===== src/rtl/mole_round_controller.sv =====
// Whack-a-mole round sequencer: picks a target box, debounces the sensor code,
// judges hit / wrong box / timeout and keeps score, miss and round counts.
module mole_round_controller #(
  parameter int unsigned N_BOXES         = 4,
  parameter int unsigned SHOW_CYCLES     = 50000000,
  parameter int unsigned GAP_CYCLES      = 12500000,
  parameter int unsigned DEBOUNCE_CYCLES = 500000,
  parameter int unsigned NUM_ROUNDS      = 16,
  parameter int unsigned MAX_MISSES      = 3,
  parameter int unsigned CNT_W           = 26
) (
  input  logic       clk,
  input  logic       resetn,
  input  logic       start,
  input  logic [2:0] sensor_code,
  output logic [2:0] target_box,
  output logic       target_valid,
  output logic       hit_pulse,
  output logic       miss_pulse,
  output logic [7:0] score,
  output logic [1:0] misses,
  output logic [4:0] round_num,
  output logic       game_over,
  output logic       busy
);

  localparam int unsigned BOX_W = 3;
  localparam logic [CNT_W-1:0] SHOW_LAST = CNT_W'(SHOW_CYCLES - 1);
  localparam logic [CNT_W-1:0] GAP_LAST  = CNT_W'(GAP_CYCLES - 1);
  localparam logic [CNT_W-1:0] DEB_LAST  = CNT_W'(DEBOUNCE_CYCLES - 1);
  localparam logic [7:0]       N_BOXES_B = 8'(N_BOXES);
  localparam logic [BOX_W-1:0] LAST_BOX  = BOX_W'(N_BOXES);

  typedef enum logic [2:0] {
    S_IDLE,
    S_PICK,
    S_SHOW,
    S_HIT,
    S_MISS,
    S_GAP,
    S_DONE
  } state_t;

  state_t             state;
  state_t             state_nxt;
  logic [7:0]         lfsr;
  logic [BOX_W-1:0]   prev_target;
  logic [CNT_W-1:0]   timer;
  logic [BOX_W-1:0]   sync1;
  logic [BOX_W-1:0]   sync2;
  logic [BOX_W-1:0]   deb_code;
  logic [CNT_W-1:0]   deb_cnt;
  logic [BOX_W-1:0]   cand;
  logic [BOX_W-1:0]   cand_next;
  logic [BOX_W-1:0]   pick_box;
  logic               game_end;

  // Sensor path: two-flop synchroniser, then accept a code held stable long enough
  always_ff @(posedge clk or negedge resetn) begin
    if (!resetn) begin
      sync1    <= '0;
      sync2    <= '0;
      deb_cnt  <= '0;
      deb_code <= '0;
    end else begin
      sync1 <= sensor_code;
      sync2 <= sync1;
      if (sync1 != sync2) begin
        deb_cnt <= '0;
      end else if (deb_cnt == DEB_LAST) begin
        deb_code <= sync2;
      end else begin
        deb_cnt <= deb_cnt + CNT_W'(1);
      end
    end
  end

  // Target choice: never repeat the previous box
  always_comb begin
    cand      = BOX_W'(lfsr % N_BOXES_B) + BOX_W'(1);
    cand_next = (cand == LAST_BOX) ? BOX_W'(1) : cand + BOX_W'(1);
    pick_box  = (cand == prev_target) ? cand_next : cand;
  end

  assign game_end = (round_num == 5'(NUM_ROUNDS)) || (misses == 2'(MAX_MISSES));

  always_comb begin
    state_nxt = state;
    case (state)
      S_IDLE, S_DONE: begin
        if (start) state_nxt = S_PICK;
      end
      S_PICK: state_nxt = S_SHOW;
      S_SHOW: begin
        if (deb_code == target_box) begin
          state_nxt = S_HIT;
        end else if (deb_code != BOX_W'(0)) begin
          state_nxt = S_MISS;
        end else if (timer == SHOW_LAST) begin
          state_nxt = S_MISS;
        end
      end
      S_HIT, S_MISS: state_nxt = S_GAP;
      S_GAP: begin
        // The next round waits for the player to let go of the box
        if ((timer >= GAP_LAST) && (deb_code == BOX_W'(0))) begin
          state_nxt = game_end ? S_DONE : S_PICK;
        end
      end
      default: state_nxt = S_IDLE;
    endcase
  end

  // State, LFSR and registered outputs; status flags follow the next state
  always_ff @(posedge clk or negedge resetn) begin
    if (!resetn) begin
      state        <= S_IDLE;
      lfsr         <= 8'hA5;
      prev_target  <= '0;
      timer        <= '0;
      target_box   <= '0;
      target_valid <= 1'b0;
      hit_pulse    <= 1'b0;
      miss_pulse   <= 1'b0;
      score        <= '0;
      misses       <= '0;
      round_num    <= '0;
      game_over    <= 1'b0;
      busy         <= 1'b0;
    end else begin
      state        <= state_nxt;
      lfsr         <= {lfsr[6:0], lfsr[7] ^ lfsr[5] ^ lfsr[4] ^ lfsr[3]};
      target_valid <= (state_nxt == S_SHOW);
      hit_pulse    <= (state_nxt == S_HIT);
      miss_pulse   <= (state_nxt == S_MISS);
      game_over    <= (state_nxt == S_DONE);
      busy         <= (state_nxt != S_IDLE) && (state_nxt != S_DONE);
      case (state)
        S_IDLE, S_DONE: begin
          if (start) begin
            score     <= '0;
            misses    <= '0;
            round_num <= '0;
          end
        end
        S_PICK: begin
          target_box  <= pick_box;
          prev_target <= pick_box;
          timer       <= '0;
        end
        S_SHOW: timer <= timer + CNT_W'(1);
        S_HIT: begin
          if (score != 8'hFF) score <= score + 8'd1;
          if (round_num != 5'd31) round_num <= round_num + 5'd1;
          target_box <= '0;
          timer      <= '0;
        end
        S_MISS: begin
          if (misses != 2'd3) misses <= misses + 2'd1;
          if (round_num != 5'd31) round_num <= round_num + 5'd1;
          target_box <= '0;
          timer      <= '0;
        end
        S_GAP: begin
          if (timer < GAP_LAST) timer <= timer + CNT_W'(1);
        end
        default: ;
      endcase
    end
  end

endmodule


===== config.mk =====
export PLATFORM = sky130hd
export DESIGN_NAME = mole_round_controller
export DESIGN_NICKNAME = d
export VERILOG_FILES = /design/src/rtl/mole_round_controller.sv
export SDC_FILE = /design/constraint.sdc
export NUM_CORES = 1
export LEC_CHECK = 0
export CAP_MARGIN = 30
export CORE_UTILIZATION = 60
export DETAILED_ROUTE_END_ITERATION = 8
export PLACE_DENSITY = 0.9
export SLEW_MARGIN = 10
export SYNTH_ARGS = -nofsm -noshare
export SYNTH_HDL_FRONTEND = slang
export SYNTH_SLANG_ARGS = --single-unit

===== constraint.sdc =====
create_clock -name clk -period 2.5 [get_ports clk]
set_input_delay 0.25 -clock clk [delete_from_list [all_inputs] [get_ports clk]]
set_output_delay 0.25 -clock clk [all_outputs]
set_load 0.1 [all_outputs]

==> out/metrics.cfg <==
[timing]
fin_worst_skew_ns = 0.01361
hold_violations = 0
grt_setup_unrepaired = no
max_slew_margin = 0.5484
fmax_ghz = 0.4092
setup_tns_ns = 0
slew_viol_final = 0
period_needed_ns = 2.444
fin_crit_sh = 0.9776
worst_pin_slew_ns = 0.6743
setup_viol_count_final = 0

[power]
cellLeakagePower_nw = 2.492
power_w = 0.004858
ir_drop_mv = 0.4937
p_per_area_mw_per_mm2 = 850.4

[final_layout]
nNetsFinal = 584
final_util = 0.6988
fillers = 570
design_area_mm2 = 0.005713
syn_to_final_growth_pct = 13.55
drive_above_1_share = 0.1359
diodes = 0
final_cell_count_no_fill = 679

[setup_path]
critPathLaunchType = register
rrSetupSlack_ns = 0.06
worst-path-max-fanout = 8
worstPathArrival_ns = 2.76
required_ns = 2.81
worstSetupPathType = reg2reg
cp-end-kind = register

[route]
viasPerCell = 6.105
drt-pass1-iter-count = 7
ant_nets = 0
routed_wl_mm = 10.82
drt_iter0_drc = 224
drc = 0
vias = 4145
wl_per_cell_um = 15.94

[yosys]
synthFlopType = dfrtp_1
synth_area_per_cell_um2 = 9.601
synth_nets = 539
synth_area_mm2 = 0.005031
async_flop_share = 1.000
yosys_warnings = 0
yosys_register_bits = 98
synth_seq_area_share = 0.4884
synth_top_area_cell = dfrtp_1
netlist_instances = 524
synth.distinct_cells = 58
synthTopCellsByArea = dfrtp_1 47%, xnor2_1 4.5%, nor2_1 4.2%, nand2_1 4.0%, xor2_1 3.5%
synth.most_common_cell = dfrtp_1
synth_top_area_share = 0.4675
synth-edff-count = 0
synth_common_cells = 94 x dfrtp_1, 56 x nor2_1, 53 x nand2_1

[placement]
place_inst = 657
place_hpwl_mm = 7.346
io_buffers = 28
routabilityCongestion = 0.8893
dpl_cell_area_mm2 = 0.005453

[run_status]
outcome = finished clean

[clock_tree]
clock_path_buffers = 2
cts_sinks = 98
root_buffer = clkbuf_8
cts_tree = yes
numCtsBuffers = 9
clk-insertion-delay-late_ns = 0.38
clk_pin_slew_ns = 0.10
htreeDepth = 3

[floorplan]
dieArea_mm2 = 0.008755
rows = 33
start_util = 0.6154
fp.coreArea_mm2 = 0.008175
die_w_um = 93.57
ioPinCount = 29
die_h_um = 93.57

[worst_hold_path]
hold_class = in2reg

[grt]
globalRoute.totalOverflow = 0
track_usage = 0.2629
grt_pass1_wl_mm = 18.09
grt_max_degree = 51
antenna_found_initial = 0
first_global_vias = 3875

[job]
cap_violations = 0

[sequential cells by signal (all words and copies together) (netlist names)]
name / flops
busy: 1
deb_cnt: 26
deb_code: 3
game_over: 1
hit_pulse: 1
lfsr: 8
miss_pulse: 1
misses: 2
prev_target: 3
round_num: 5
score: 8
state: 3
sync1: 3
sync2: 3
target_box: 3
target_valid: 1
timer: 26
[repair_timing]
action / CTS / global route
pin swaps: 0 / 3
hold buffers: 1 / 0
cloned: 1 / 0
resized for setup: 1 / 4
endpoints found under the hold margin: 48 / 0
endpoints found under the setup margin: 3 / 14
setup buffers: 0 / 4
[per-stage QoR]
stage / worst slack (ns) / hold WS (ns)
global placement: 0.09658 / 0.3095
floorplan: 0.1285 / -0.04559
detailed placement: 0.007525 / 0.3175
finish: 0.05601 / 0.3081
CTS: 0.03677 / 0.2984
global route: 0.002622 / 0.2963
[area by class of cell]
type / count / area (um^2) / area share
Multi-Input combinational cell: 401 / 2506 / 0.4387
Clock buffer: 9 / 123.9 / 0.02168
Inverter: 9 / 33.78 / 0.005913
Clock inverter: 7 / 60.06 / 0.01051
Timing Repair Buffer: 50 / 400.4 / 0.07008
Sequential cell: 98 / 2457 / 0.4301
Tap cell: 105 / 131.4 / 0.02300
[layer usage]
metal | global-route usage | vias to the layer above | part of all wire
met5 | 0 | - | 0
met4 | 0.09359 | 0 | 0.017
met3 | 0.04146 | 24 | 0.054
met2 | 0.4369 | 145 | 0.49
met1 | 0.3494 | 1999 | 0.44
li1 | - | 1977 | -
[worst paths after layout]
kind	startpoint	endpoint	cells past startpoint
worst max-delay path	timer[0]	timer[2]	8
worst min-delay path	sensor_code[2]	sync1[2]	1
worst max register to register	timer[0]	timer[2]	8
worst min register to register	lfsr[6]	lfsr[7]	0
max in group asynchronous	resetn	lfsr[2]	3
min in group asynchronous	resetn	deb_cnt[11]	2
[cell usage in the layout (no fill, tap or decap), types with 4 or more instances in the layout]
master / synthesis / layout
a21o_1: 4 / 4
a21oi_1: 31 / 31
a31oi_1: 5 / 5
and3_1: 14 / 14
buf_4: 0 / 44
clkbuf_8: 0 / 9
clkdlybuf4s50_1: 0 / 4
dfrtp_1: 94 / 94
dfstp_2: 4 / 4
ha_1: 9 / 9
inv_1: 9 / 9
mux2i_1: 4 / 4
nand2_1: 53 / 53
nand2b_1: 7 / 7
nand3_1: 28 / 27
nand4_1: 14 / 14
nor2_1: 56 / 56
nor3_1: 14 / 14
nor4_1: 6 / 5
o211ai_1: 4 / 4
o21ai_0: 9 / 9
o21ai_1: 18 / 18
o31ai_1: 5 / 5
or3_1: 16 / 16
or4_1: 9 / 8
xnor2_1: 26 / 26
xor2_1: 20 / 20
[worst max-delay path: stages, from the launching register on]
cell and delay [ns]:
dfrtp_1 0.43, ha_1 0.24, and4_4 0.16, or4b_4 0.51, nand4_4 0.15, buf_4 0.16, nand3_2 0.15, or4_1 0.48
nand2_1 0.10
[power by group]
| group | switching (W) | internal, W |
|---|---|---|
| Clock | 0.000595 | 0.000380 |
| Sequential | 0.000183 | 0.00173 |
| Combinational | 0.00139 | 0.000572 |
[kinds of logic (layout without fill, tap and decap cells)]
logic type	after synthesis	after routing	share of synthesized area
AND/OR/NAND/NOR	243	244	0.2552
flip-flops	98	98	0.4884
AO/OA/AOI/OAI	93	93	0.1142
XOR/XNOR	46	46	0.08008
buffers and inverters	26	75	0.02064
adder cells (fa/ha/maj)	9	9	0.02238
multiplexers	9	9	0.01915
Note: power is estimated with default switching activity, not from simulation.
